### config.mk
export PLATFORM = sky130hd
export DESIGN_NAME = push_button_debouncer
export DESIGN_NICKNAME = d
export VERILOG_FILES = /design/src/rtl/push_button_debouncer.sv
export SDC_FILE = /design/constraint.sdc
export NUM_CORES = 1
export LEC_CHECK = 0
export ABC_AREA = 1
export ABC_CLOCK_PERIOD_IN_PS = 4200
export BUFFER_PORTS_ARGS = -buffer_cell sky130_fd_sc_hd__buf_2
export CORE_ASPECT_RATIO = 0.6
export CORE_MARGIN = 2
export CORE_UTILIZATION = 55
export CTS_CLUSTER_DIAMETER = 200
export CTS_CLUSTER_SIZE = 24
export DETAILED_ROUTE_END_ITERATION = 6
export GPL_TIMING_DRIVEN = 0
export PLACE_DENSITY = 0.75
export SKIP_LAST_GASP = 1
export SYNTH_ARGS = -nofsm -noshare
export SYNTH_HDL_FRONTEND = slang
export SYNTH_SLANG_ARGS = --single-unit
### constraint.sdc
create_clock -name clk_i -period 4.2 [get_ports clk_i]
set_input_delay 0.84 -clock clk_i [delete_from_list [all_inputs] [get_ports clk_i]]
set_output_delay 0.84 -clock clk_i [all_outputs]
set_load 0.03 [all_outputs]
### src/rtl/push_button_debouncer.sv
// Multi-channel push-button conditioner: 2-FF synchroniser, tick-sampled debounce, press/release pulses.
// Optional long-press detection is built when PB_LONG_PRESS_EN is defined; otherwise long_o is tied low.
module push_button_debouncer #(
    parameter int N_CH       = 4,
    parameter int CLK_HZ     = 100000000,
    parameter int TICK_HZ    = 1000,
    parameter int STABLE_CNT = 20,
    parameter int ACTIVE_LOW = 0,
    parameter int LONG_CNT   = 1000
) (
    input  logic            clk_i,
    input  logic            rst_i,
    input  logic [N_CH-1:0] push_b,
    output logic [N_CH-1:0] level_o,
    output logic [N_CH-1:0] press_o,
    output logic [N_CH-1:0] release_o,
    output logic [N_CH-1:0] long_o,
    output logic            tick_o
);

    localparam int DIV   = CLK_HZ / TICK_HZ;
    localparam int DIV_W = (DIV > 1) ? $clog2(DIV) : 1;
    localparam int CNT_W = $clog2(STABLE_CNT + 1);

    localparam logic [DIV_W-1:0] DIV_LAST = DIV_W'(DIV - 1);
    localparam logic [CNT_W-1:0] CNT_LAST = CNT_W'(STABLE_CNT - 1);
    localparam logic [N_CH-1:0]  POLARITY = (ACTIVE_LOW != 0) ? '1 : '0;

    if (N_CH < 1 || N_CH > 32 || DIV < 2 || STABLE_CNT < 1 || LONG_CNT < 1) begin : g_param_err
        $error("push_button_debouncer: parameter out of range");
    end

    // Shared prescaler; tick_o is a registered one-cycle clock enable, never a clock.
    logic [DIV_W-1:0] div_cnt;

    // NOTE: sequential state uses non-blocking assignments so every flop samples pre-edge values.
    always_ff @(posedge clk_i or posedge rst_i) begin
        if (rst_i) begin
            div_cnt <= '0;
            tick_o  <= 1'b0;
        end else if (div_cnt == DIV_LAST) begin
            div_cnt <= '0;
            tick_o  <= 1'b1;
        end else begin
            div_cnt <= div_cnt + DIV_W'(1);
            tick_o  <= 1'b0;
        end
    end

    logic [N_CH-1:0] raw;
    logic [N_CH-1:0] meta;
    logic [N_CH-1:0] sync;

    assign raw = push_b ^ POLARITY;

    // Plain two-flop chain; nothing may sit between meta and sync.
    always_ff @(posedge clk_i or posedge rst_i) begin
        if (rst_i) begin
            meta <= '0;
            sync <= '0;
        end else begin
            meta <= raw;
            sync <= meta;
        end
    end

    for (genvar n = 0; n < N_CH; n++) begin : g_ch
        logic [CNT_W-1:0] cnt;
        logic             lvl;
        logic             prs;
        logic             rel;

        always_ff @(posedge clk_i or posedge rst_i) begin
            if (rst_i) begin
                cnt <= '0;
                lvl <= 1'b0;
                prs <= 1'b0;
                rel <= 1'b0;
            end else begin
                prs <= 1'b0;
                rel <= 1'b0;
                if (tick_o) begin
                    if (sync[n] == lvl) begin
                        cnt <= '0;
                    end else if (cnt == CNT_LAST) begin
                        cnt <= '0;
                        lvl <= sync[n];
                        prs <= sync[n];
                        rel <= ~sync[n];
                    end else begin
                        cnt <= cnt + CNT_W'(1);
                    end
                end
            end
        end

        assign level_o[n]   = lvl;
        assign press_o[n]   = prs;
        assign release_o[n] = rel;

`ifdef PB_LONG_PRESS_EN
        localparam int LONG_W = $clog2(LONG_CNT + 1);
        localparam logic [LONG_W-1:0] LONG_MAX  = LONG_W'(LONG_CNT);
        localparam logic [LONG_W-1:0] LONG_LAST = LONG_W'(LONG_CNT - 1);

        logic [LONG_W-1:0] hold;
        logic              lng;

        // Hold counter saturates at LONG_CNT so the pulse cannot repeat until re-press.
        always_ff @(posedge clk_i or posedge rst_i) begin
            if (rst_i) begin
                hold <= '0;
                lng  <= 1'b0;
            end else begin
                lng <= 1'b0;
                if (!lvl) begin
                    hold <= '0;
                end else if (tick_o && hold != LONG_MAX) begin
                    hold <= hold + LONG_W'(1);
                    lng  <= (hold == LONG_LAST);
                end
            end
        end

        assign long_o[n] = lng;
`else
        assign long_o[n] = 1'b0;
`endif
    end

endmodule

==> results by stage <==
Synthesis:
- In the post-synthesis netlist, the biggest area contributors are sky130_fd_sc_hd__dfrtp_1, sky130_fd_sc_hd__nand2_1, sky130_fd_sc_hd__inv_1.
- After synthesis, the largest family of logic cells by area is simple AND/OR/NAND/NOR gates.
- The synthesized design contains 58 register bits.
- The total number of yosys warnings is 0.
- sky130_fd_sc_hd__nand2_1 is the most common cell in the netlist.
- The share of the synthesized area in compound gates (AO/OA/AOI/OAI) is 0.0587.
- Of the total synthesized cell area, the portion taken by XOR and XNOR cells is 0.0633.
- Of all cell types, the one taking the most synthesized area is sky130_fd_sc_hd__dfrtp_1.
- The post-synthesis adder-cell area fraction is 0.0226.
- In the synthesized netlist, the number of instances is 320.
- The share of synthesized registers carrying an async set or reset is 1.00.
- Counting instances in the post-synthesis netlist gives the leading cell types as sky130_fd_sc_hd__nand2_1, sky130_fd_sc_hd__dfrtp_1, sky130_fd_sc_hd__inv_1, sky130_fd_sc_hd__nor2_1, sky130_fd_sc_hd__nand3_1.
- After synthesis, the netlist uses 23 different library cells.
- The multiplexer area fraction after synthesis is 0.
- The part of the Yosys area used for sequential elements is 0.524.
- The fraction of post-synthesis cell area in the top cell type by area is 0.524.
- The area of the mapped netlist is 0.00277 sq mm.
- The most used flip-flop cell after synthesis is sky130_fd_sc_hd__dfrtp_1.
- The post-synthesis share of cell area spent on and, or, nand and nor gates is 0.215.
- Counting flops with a built-in enable in the synthesized netlist gives 0.
- The average instance in the mapped netlist occupies 8.65 sq um.

Clock network:
- The number of instances resized during post-cts repair is 0.
- Hold repair after CTS inserted 0 buffers.
- The H-tree depth is 3.
- The number of buffers on the longest clock path is 2.
- The tree is rooted in a sky130_fd_sc_hd__clkbuf_8.
- The clock latency on the worst-skew pair is 340 ps.
- TritonCTS built the clock tree.
- Clock tree synthesis inserted a total of 9 buffers.
- The clock slew seen by the registers of the worst setup and hold paths is 60 ps.
- The tree built by TritonCTS fans out to 58 sinks.
- The setup fix buffers added after clock tree synthesis is 0.

Timing:
- The worst hold slack is 347 ps.
- The number of slew-limit violations in the final report came to 0.
- The post-route clock period utilization is 0.452.
- For the pin with the worst max-slew slack, the measured transition is 629 ps.
- The minimum clock period after layout is 1900 ps.
- In the final timing run, aggregate negative setup slack is 0 ps.
- Setup violations remaining at the end of the flow were counted as 0.
- The final count of hold timing violations is 0.
- On the final layout, the worst clock skew is 5.32 ps.
- Setup repair after global routing left no endpoint under its margin.
- In this run the tightest slew margin relative to its limit is 0.580.
- The maximum achievable frequency is 527 MHz.

Worst hold path:
- The startpoint identified for the worst hold timing path is meta[0].
- The worst hold path belongs to the class flip-flop to flip-flop.
- The path with the worst hold slack has its endpoint at sync[0].
- The worst hold path passes through 0 cells.

Finish:
- Of the cells placed in the final design, the portion with a size suffix greater than 1 is 0.179.
- The final net count is 364.
- The final design instance area without fill is 0.00319 sq mm.
- Leaving out filler cells and counting taps, the final layout contains 421.
- The synthesis-to-finish area growth is 15.1%.
- The layout has 389 filler cells.
- The area used by multi-input combinational logic is 0.00101 sq mm.
- Across the whole layout, storage elements account for 0.00145 sq mm.
- The repair_antennas step left the layout with diodes totalling 0.
- The final cell utilization of the core is 0.677.

Detailed routing:
- Dividing the detail-routed wire length by the instance count gives 12.1 microns.
- In the routed design, unresolved DRC markers number 0.
- In this run, the number of DRC markers left after iteration 0 of detailed routing was 151.
- The number of vias per cell after detailed routing is 4.86.
- Detailed routing inserted a total of 2,044 vias.
- The count of TritonRoute iterations in the first routing pass is 4.
- The overall routed net length is 5.08 mm.
- The count of antenna-violating nets left after detailed routing is 0.

Power and ir drop:
- The cell leakage power is 1.69 nW.
- The power density over the cells is 362 mW/mm^2.
- The peak ir drop on the vdd network is 209 uV.

Global routing:
- The final global-route overflow total is 0.
- The initial antenna violation count is 0.
- The largest net degree at the start of global routing is 31.
- For this run, the total global-route usage over all layers was measured as 0.212.
- The number of global-route vias before repair is 1,826.
- The wire length of the first global-routing pass is 8.65 mm.

Worst setup path:
- The reg-to-reg critical path startpoint is div_cnt[0].
- Counting cells, the worst reg-to-reg path comes to 8.
- The critical path start-end classification is flip-flop to output port.
- STA classifies the critical path endpoint as an output port.
- The kind of launch point of the worst setup path is a flip-flop.
- For the worst setup path, the data arrival time is 1060 ps.
- Among all stages on the critical path, the largest delay is contributed by sky130_fd_sc_hd__dfrtp_1.
- The destination of the worst register-to-register timing path is div_cnt[15].
- The critical path goes through buf_4 > buf_2.
- The maximum single-stage delay on the critical path is 420 ps.
- STA puts the critical path data required time at 3360 ps.
- The setup check on the worst reg-to-reg path leaves a slack of 2750 ps.
- In this run the worst path has a maximum fanout of 3.

Floorplan:
- The core region is 0.00471 sq mm.
- Pin placement for this block handled 23 I/O pins.
- The initial standard-cell utilization of the core is 0.588.
- The die is 59.0 microns tall.
- The overall die area is 0.00564 sq mm.
- Measured along the x axis, the die boundary spans 95.6 microns.
- The cell row count is 19.

Place:
- After detailed placement, the total cell area comes to 0.00297 sq mm.
- The number of buffers inserted by port buffering is 18.
- The number of placed cells counting well taps is 405.
- The HPWL after detailed placement is 3.68 mm.
- Routability-driven placement finished with a final weighted congestion of 0.929.

Flow run:
- The max-cap violation count is 0.

Outcome:
- The run finished with clean final reports.
[through the flow]
step	power [mW]	worst slack, ps
after CTS	1.17	2280
final	1.16	2300
after global placement	0.599	1220
after global routing	1.19	2260
after detailed placement	0.602	2620
after floorplan	0.593	1930
[sequential cells by signal (all words and copies together), names as in the netlist]
register and flops:
g_ch.cnt 20, div_cnt 17, g_ch.lvl 4, g_ch.prs 4
g_ch.rel 4, meta 4, sync 4, tick_o 1
[per-layer routing]
layer	share of wire	GRT usage	vias up
li1	-	-	1047
met1	0.53	0.323	937
met4	0.012	0.0735	0
met5	0	0	-
met2	0.39	0.278	54
met3	0.065	0.0768	6
[power by group]
group	internal, mW	switching (mW)	total (mW)
Clock	0.348	0.217	0.565
Combinational	0.00757	0.0180	0.0255
Sequential	0.563	0.00237	0.565
Total	0.918	0.237	1.16
[worst max-delay path, delay by kind of cell (launching register included)]
kind                   cells  cell delay, ps
DFF                        1             420
buffers and inverters      2             300
[logic make-up (layout without fill, tap and decap cells)]
logic type,after synthesis,count (layout)
xor gates and xnor gates,20,20
AOI/OAI and AO/OA,29,29
other,1,4
buffers and inverters,67,102
and+or+nand+nor,140,140
adders and majority gates,5,5
DFF,58,58
[layout by cell type, fill, tap and decap left out, types with 2 or more instances in the layout]
cell type,netlist,final
sky130_fd_sc_hd__nand2_1,60,60
sky130_fd_sc_hd__dfrtp_1,58,58
sky130_fd_sc_hd__nor2_1,46,46
sky130_fd_sc_hd__inv_1,46,45
sky130_fd_sc_hd__nand3_1,19,19
sky130_fd_sc_hd__buf_2,1,19
sky130_fd_sc_hd__buf_4,17,17
sky130_fd_sc_hd__o21ai_0,14,14
sky130_fd_sc_hd__xor2_1,12,12
sky130_fd_sc_hd__clkbuf_8,0,10
sky130_fd_sc_hd__xnor2_1,8,8
sky130_fd_sc_hd__o22ai_1,8,8
sky130_fd_sc_hd__nand4_1,7,7
sky130_fd_sc_hd__ha_1,5,5
sky130_fd_sc_hd__nand2_2,4,4
sky130_fd_sc_hd__conb_1,1,4
sky130_fd_sc_hd__inv_2,2,3
sky130_fd_sc_hd__a21oi_1,3,3
sky130_fd_sc_hd__clkinv_2,1,3
sky130_fd_sc_hd__o21ai_1,2,2
sky130_fd_sc_hd__nor2_2,2,2
sky130_fd_sc_hd__a22o_1,2,2
sky130_fd_sc_hd__bufinv_16,0,2
[area by class of cell]
type / count / share of cell area
buffer: 18 / 0.0416
timing repair buffer: 19 / 0.0345
clock inverter: 5 / 0.0243
clock buffer: 11 / 0.0443
tap: 63 / 0.0247
inverter: 49 / 0.0581
multi-input combinational: 198 / 0.317
sequential: 58 / 0.455
[worst max path at each step]
stage	startpoint	slack (ps)	end	depth (start not counted)
4_1_cts	g_ch[0].lvl	2280	level_o[0]	2
3_3_place_gp	rst_i	1220	div_cnt[16]	2
6_report	g_ch[0].lvl	2300	level_o[0]	2
2_1_floorplan	rst_i	1930	div_cnt[0]	1
3_5_place_dp	rst_i	2620	div_cnt[14]	3
5_1_grt	g_ch[0].lvl	2260	level_o[0]	2
Note: power is estimated with default switching activity, not from simulation.
